==> src/rtl/digit_scan_driver.sv <==
// Four-digit seven-segment scan driver: dwell counter, one-hot digit select,
// active-low anode strobes with leading-zero blanking, and a frame-synchronous value buffer.
module digit_scan_driver #(
    parameter int DWELL = 100000
) (
    input  logic        clk,
    input  logic        rst_n,
    input  logic        en,
    input  logic        lz_blank,
    input  logic        load_valid,
    input  logic [15:0] load_data,
    output logic        load_ready,
    output logic [3:0]  sel,
    output logic [15:0] disp_val,
    output logic [3:0]  an_n,
    output logic        frame_done
);

    localparam int CW = (DWELL > 1) ? $clog2(DWELL) : 1;
    localparam logic [CW-1:0] CNT_LAST = CW'(DWELL - 1);

    logic [CW-1:0] cnt_q,  cnt_d;
    logic [3:0]    sel_q,  sel_d;
    logic [15:0]   disp_q, disp_d;
    logic [15:0]   pend_q, pend_d;
    logic          full_q, full_d;
    logic          fd_q,   fd_d;

    logic          dwell_wrap;
    logic          frame_wrap;
    logic          accept;
    logic [3:0]    blank;

    assign dwell_wrap = en && (cnt_q == CNT_LAST);
    assign frame_wrap = dwell_wrap && sel_q[3];
    assign accept     = load_valid && !full_q;

    always_comb begin
        cnt_d  = cnt_q;
        sel_d  = sel_q;
        disp_d = disp_q;
        pend_d = pend_q;
        full_d = full_q;
        fd_d   = frame_wrap;

        if (en) begin
            cnt_d = dwell_wrap ? '0 : cnt_q + 1'b1;
        end
        if (dwell_wrap) begin
            sel_d = {sel_q[2:0], sel_q[3]};
        end

        // A swap needs pending full, and an accept needs it empty, so the
        // two never collide on the same edge.
        if (frame_wrap && full_q) begin
            disp_d = pend_q;
            full_d = 1'b0;
        end
        if (accept) begin
            pend_d = load_data;
            full_d = 1'b1;
        end
    end

    always_ff @(posedge clk) begin
        if (!rst_n) begin
            cnt_q  <= '0;
            sel_q  <= 4'b0001;
            disp_q <= 16'h0000;
            pend_q <= 16'h0000;
            full_q <= 1'b0;
            fd_q   <= 1'b0;
        end else begin
            cnt_q  <= cnt_d;
            sel_q  <= sel_d;
            disp_q <= disp_d;
            pend_q <= pend_d;
            full_q <= full_d;
            fd_q   <= fd_d;
        end
    end

    // Digit k is a leading zero when it and every digit above it are zero.
    assign blank[0] = 1'b0;
    generate
        for (genvar gi = 1; gi < 4; gi++) begin : g_blank
            assign blank[gi] = lz_blank && (disp_q[15:4*gi] == '0);
        end
        for (genvar gi = 0; gi < 4; gi++) begin : g_anode
            assign an_n[gi] = !en || !sel_q[gi] || blank[gi];
        end
    endgenerate

    assign load_ready = !full_q;
    assign sel        = sel_q;
    assign disp_val   = disp_q;
    assign frame_done = fd_q;

endmodule

==> config.mk <==
export PLATFORM = sky130hd
export DESIGN_NAME = digit_scan_driver
export DESIGN_NICKNAME = d
export VERILOG_FILES = /design/src/rtl/digit_scan_driver.sv
export SDC_FILE = /design/constraint.sdc
export NUM_CORES = 1
export LEC_CHECK = 0
export ABC_AREA = 1
export BUFFER_PORTS_ARGS = -buffer_cell sky130_fd_sc_hd__buf_2
export CORE_UTILIZATION = 30
export DETAILED_ROUTE_END_ITERATION = 6
export GPL_TIMING_DRIVEN = 0
export PLACE_DENSITY_LB_ADDON = 0.08
export SLEW_MARGIN = 20
export SYNTH_ARGS = -nofsm -noshare
export SYNTH_HDL_FRONTEND = slang
export SYNTH_SLANG_ARGS = --single-unit
==> constraint.sdc <==
create_clock -name clk -period 1.4 [get_ports clk]
set_clock_uncertainty 0.05 [all_clocks]
set_input_delay 0.14 -clock clk [delete_from_list [all_inputs] [get_ports clk]]
set_output_delay 0.14 -clock clk [all_outputs]
set_load 0.01 [all_outputs]
==> results.cfg, run 1 <==
[place]
pre_cts_ws_ns = -0.296
placed_area_sq_um = 2860
dpl.hpwl_mm = 4.59
place.gp.congestion = 0.739
portBuffers = 46
dpl.cell_count = 483

[timing]
setup_slack_ns = -0.153
finalMaxSlewViolations = 0
max_slew_margin = 0.700
setup_viol = 34
grt_setup_unrepaired = true
fmax_ghz = 0.644
tightest_slew_ns = 0.450
post-route-period-util = 1.11
hold_violations = 0
period_needed_ns = 1.55

[status]
outcome = finished with violations
violations = setup timing

[synthesis]
synth_edf_count = 0
ys_ff_latch = 55
synth_seq_area_share = 0.445
synth_fp_nets = 357
synth_warnings = 0
yosysTopAreaCell = dfxtp_1
yosysMostFrequentCell = nor2_1
synth_area_sq_um = 2470
post_synth_num_cell_types = 30
postSynthCellCount = 335
synth_compound_area_frac = 0.0986
synthArstFlopShare = 0
synth_fa_ha_area_frac = 0.00506
synth_top_family_by_area = simple AND/OR/NAND/NOR gates
synthMuxAreaShare = 0
synthSimpleGateAreaFrac = 0.350
synthTopCellsByCount = 70 x nor2_1, 55 x dfxtp_1, 47 x nand2_1
synth-xor-area-share = 0.0142
synth-main-ff-cell = dfxtp_1
synth_area_per_cell_sq_um = 7.39
yosys-top-cells-area = dfxtp_1 44%, nor2_1 11%, nand2_1 7.1%, inv_1 4.7%, nand4_1 4.6%
yosysTopAreaCellShare = 0.445

[global_routing]
first_global_vias = 2173
grtUsageTotal = 0.158
grt_max_degree = 17
overflow = 0
antenna_found_initial = 0
grt_pass1_wl_mm = 10.5

[drt]
finalWirelength_mm = 6.40
drc = 0
vias = 2310
drtAntennaViolNets = 0
dr.pass1.iters = 4
wl_per_cell_um = 12.6
post_drt_via_cell_ratio = 4.54
drtIter0Drc = 103

[hold_path]
min_from = load_data[7]
whs_endpoint = pend_q[7]
min_path_type = input pin to register
worstHoldPathCells = 3

[clocking]
numCtsBuffers = 5
cts_root_buf = clkbuf_8
cts_tree = built
path_clk_slew_ns = 0.10
clk_latency_ns = 0.31
htree_num_levels = 2
cts_buffer_depth = 2
numClockSinks = 55

[critical_path]
crit_required_ns = 1.21
r2r_slack_ns = -0.13
path_class = register to output port
cp.arrival_ns = 1.36
rr_startpoint = cnt_q[1]
cpPeakStageDelay_ns = 0.36
worst-path-buf-inv = 1
r2r_cells = 9
startpoint = disp_val[15]
crit_slowest_cell = dfxtp_4
worst_setup_path_start_kind = register
crit_family = simple AND/OR/NAND/NOR gates
r2r_end = disp_val[10]
cp_cell_sequence = nor2_4, nand3_2, nor3b_2, nand2_1, nand3_1, buf_2
crit_path_end_kind = output port
critPathMaxFanout = 2

[power]
power_leakage_nw = 1.45
p_per_area_nw_per_um2 = 863
ir_drop_v = 0.000616

[final_layout]
fin_util = 0.428
areaGrowthSynthToFinish_pct = 35.7
drive_gt1_frac = 0.344
final_cell_area_sq_um = 3360
layout.nets = 429
n_antenna_cell = 0
instances_no_fill = 509

[floorplan]
core_area_sq_um = 7850
die_w_um = 92.8
die_h_um = 92.8
start_util = 0.315
dieArea_sq_um = 8620
rows = 32
io_pins = 47

[job]
cap_violations = 0
[placed cells by master (no fill, tap or decap), types with 4 or more instances in the layout]
cell type,netlist,layout
inv_2,6,5
nand3_1,17,11
dfxtp_1,55,41
nor2_1,70,62
buf_2,4,47
inv_1,31,31
buf_6,1,4
nor2_2,1,7
xor2_1,4,4
clkbuf_8,0,5
dfxtp_2,0,11
nand3_2,3,6
nand4_1,18,18
nor2_4,4,7
nor3_1,8,6
a21oi_1,22,21
o21ai_0,21,18
nand2_1,47,45
buf_4,0,14
[cell type report]
| cell class | count | area, sq um |
|---|---|---|
| Tap cell | 102 | 128 |
| Multi-Input combinational cell | 230 | 1340 |
| Timing Repair Buffer | 64 | 417 |
| Inverter | 37 | 141 |
| Sequential cell | 55 | 1130 |
| Clock buffer | 5 | 68.8 |
| Fill cell | 858 | 4490 |
| Clock inverter | 2 | 37.5 |
| Buffer | 14 | 105 |
[worst min-delay path, stage by stage]
cell	delay (ns)
buf_2	0.07
o21ai_0	0.07
a21oi_1	0.10
[how the worst max path moves through the flow]
stage | endpoint | slack [ns] | cells after the start
after CTS | an_n[1] | -0.16 | 6
after floorplan | disp_val[8] | -0.1 | 9
after detailed placement | disp_val[0] | -0.30 | 9
final | an_n[1] | -0.15 | 6
after global placement | disp_val[0] | -0.31 | 9
after global routing | disp_val[8] | -0.25 | 9
[repair_timing]
| action | CTS | global route |
|---|---|---|
| resized for setup | 26 | 43 |
| gates cloned | 2 | 0 |
| pin swaps | 14 | 13 |
| setup endpoints to repair | 39 | 54 |
| hold buffers | 0 | 0 |
| buffers inserted | 12 | 6 |
[where the power goes]
part | leakage, nW | switching [mW] | internal, mW
Combinational | 0.943 | 0.140 | 0.0868
Sequential | 0.455 | 0.0132 | 1.60
Clock | 0.0502 | 0.532 | 0.524
[per-layer routing]
metal,part of all wire,up-vias,track usage
met5,0,-,0
met4,0.014,0,0.0500
met3,0.028,8,0.0279
met2,0.50,32,0.289
met1,0.46,1040,0.183
li1,-,1230,-
[per-stage QoR]
step           power, mW  hold slack [ns]  setup TNS [ns]
6_report            2.90           0.0464           -3.57
3_3_place_gp        1.86            0.367           -5.63
5_1_grt             3.05           0.0491           -6.49
4_1_cts             2.93           0.0387           -3.97
3_5_place_dp        1.86            0.373           -5.53
2_1_floorplan       1.79            0.257          -0.793
[cell families after synthesis]
group	after synthesis
AOI/OAI and AO/OA	47
xor gates and xnor gates	4
and+or+nand+nor	177
buffers and inverters	51
DFF	55
adders and majority gates	1
[sequential cells by signal, indices dropped and copies added, names as in the netlist]
name	cells
pend_q	16
full_q	1
disp_val	16
sel	4
frame_done	1
cnt_q	17
Note: power is estimated with default switching activity, not from simulation.
==> run 2: changes to the inputs <==
--- a/config.mk
+++ b/config.mk
@@ -7,6 +7,7 @@
 export LEC_CHECK = 0
 export ABC_AREA = 1
 export BUFFER_PORTS_ARGS = -buffer_cell sky130_fd_sc_hd__buf_2
+export CORE_ASPECT_RATIO = 0.8
 export CORE_UTILIZATION = 30
 export DETAILED_ROUTE_END_ITERATION = 6
 export GPL_TIMING_DRIVEN = 0
==> results.cfg, run 2 (synthesis gave the netlist of run 1 again) <==
[drt]
finalWirelength_mm = 6.52
drtIter0Drc = 87
drtAntennaViolNets = 0
highest_layer = met4
wl_met2_mm = 2.74
post_drt_via_cell_ratio = 4.51
drc = 0
dr.pass1.iters = 4
met3WireLength_um = 223
wl_per_cell_um = 12.6
vias = 2327
wl_met1_mm = 3.53

[critical_path]
crit_required_ns = 1.56
cp_cell_sequence = ha_4, nand2_4, nor2_4, buf_6, nand3_4, nor2_8, buf_6, nor2_4, buf_6, o21ai_2, nor2_1
crit_slowest_cell = dfxtp_2
path_class = register to register
cpPeakStageDelay_ns = 0.37
critPathMaxFanout = 4
cpMostUsedCell = buf_6
crit_path_end_kind = register
worst_setup_path_start_kind = register
cp.arrival_ns = 1.79

[final_layout]
layout.nets = 429
areaGrowthSynthToFinish_pct = 36.1
layout_commonest_cell = nor2_1
largest_register = cnt_q
largest_reg_flops = 17
n_antenna_cell = 0
instances_no_fill = 516
fill_cells = 858
layout_common_cells = 61 x nor2_1, 48 x dfxtp_1, 45 x buf_2
drive_gt1_frac = 0.346

[timing]
setup_viol = 33
grt_setup_unrepaired = true
fmax_ghz = 0.612
period_needed_ns = 1.63
setup_slack_ns = -0.233
finalMaxSlewViolations = 0
tightest_slew_ns = 0.493
max_slew_margin = 0.671
post-route-period-util = 1.17
hold_violations = 0

[clocking]
numClockSinks = 55
cts_tree = built
path_clk_slew_ns = 0.10
ctsHoldBuffers = 0
clk_latency_ns = 0.31
cts_root_buf = clkbuf_8
numCtsBuffers = 5
htree_num_levels = 2
cts_buffer_depth = 2

[power]
p_per_area_nw_per_um2 = 813
power.total_mw = 2.74
ir_drop_v = 0.000441
power_leakage_nw = 1.44

[floorplan]
start_util = 0.311
core_area_sq_um = 7950
dieArea_sq_um = 8620
die_h_um = 83.2
io_pins = 47
rows = 29
die_w_um = 104

[global_routing]
grt_max_degree = 17
grtUsageTotal = 0.159
antenna_found_initial = 0
first_global_vias = 2242
overflow = 0
grt_pass1_wl_mm = 11.0

[place]
portBuffers = 46
dpl.hpwl_mm = 4.78
place.gp.congestion = 0.766
dpl.cell_count = 489

[status]
outcome = finished with violations
violations = setup timing

[job]
cap_violations = 0

[hold_path]
min_path_type = input pin to register
run 2: cell count changes in the layout (fill, tap and decap cells not counted), moves of 2 or more:
| cell | delta |
|---|---|
| buf_6 | +7 |
| nand2_2 | +5 |
| dfxtp_2 | -6 |
| o21ai_2 | +3 |
| buf_2 | -2 |
| nor2_2 | +2 |
| nand2_1 | -6 |
| o21ai_1 | -3 |
| dfxtp_1 | +7 |
| nor2_4 | -2 |
| buf_4 | -5 |
run 2: worst max-delay path: cells and delay by family, from the launching register on:
family                     cells  cell delay (ns)
adders and majority gates      1             0.15
DFF                            1             0.37
and+or+nand+nor                6             0.53
buffers and inverters          3             0.39
AOI/OAI and AO/OA              1             0.05
run 2: area by class of cell:
cell class,instances,area (sq um),area share
multi-input combinational,229,1330,0.395
sequential,55,1110,0.331
timing repair buffer,66,468,0.139
inverter,37,141,0.0420
tap,108,135,0.0401
buffer,13,92.6,0.0275
clock buffer,6,72.6,0.0215
clock inverter,2,12.5,0.00371
run 2: power by group:
part / switching, mW / internal [mW]
Clock: 0.522 / 0.352
Combinational: 0.148 / 0.0979
Sequential: 0.0135 / 1.60
run 2: routing by layer:
metal,up-vias,global-route usage
met5,-,0
li1,1240,-
met3,2,0.0306
met4,0,0.0356
met1,1051,0.237
met2,34,0.235
run 2: worst paths after layout:
check | start | depth (start not counted) | to | slack (ns)
worst max register to register | cnt_q[1] | 11 | cnt_q[10] | -0.23
worst min register to register | pend_q[1] | 2 | pend_q[1] | 0.41
worst max-delay path | cnt_q[1] | 11 | cnt_q[10] | -0.23
worst min-delay path | load_data[10] | 3 | pend_q[10] | 0.05
run 2: repair_timing:
action | 4_1_cts | 5_1_grt
pin swaps | 13 | 9
resized for setup | 37 | 40
setup buffers | 17 | 5
gates cloned | 1 | 0
endpoints found under the setup margin | 50 | 53
run 2: per-stage QoR:
stage | area, sq um | setup TNS [ns] | hold WS, ns | utilization | setup slack, ns
global placement | 2870 | -6.25 | 0.372 | 0.361 | -0.318
floorplan | 2500 | -0.793 | 0.257 | - | -0.0991
CTS | 3240 | -5.92 | 0.0471 | 0.408 | -0.242
global route | 3370 | -9.24 | 0.0669 | 0.424 | -0.319
detailed placement | 2870 | -6.22 | 0.378 | 0.361 | -0.312
finish | 3370 | -5.64 | 0.0518 | 0.424 | -0.233
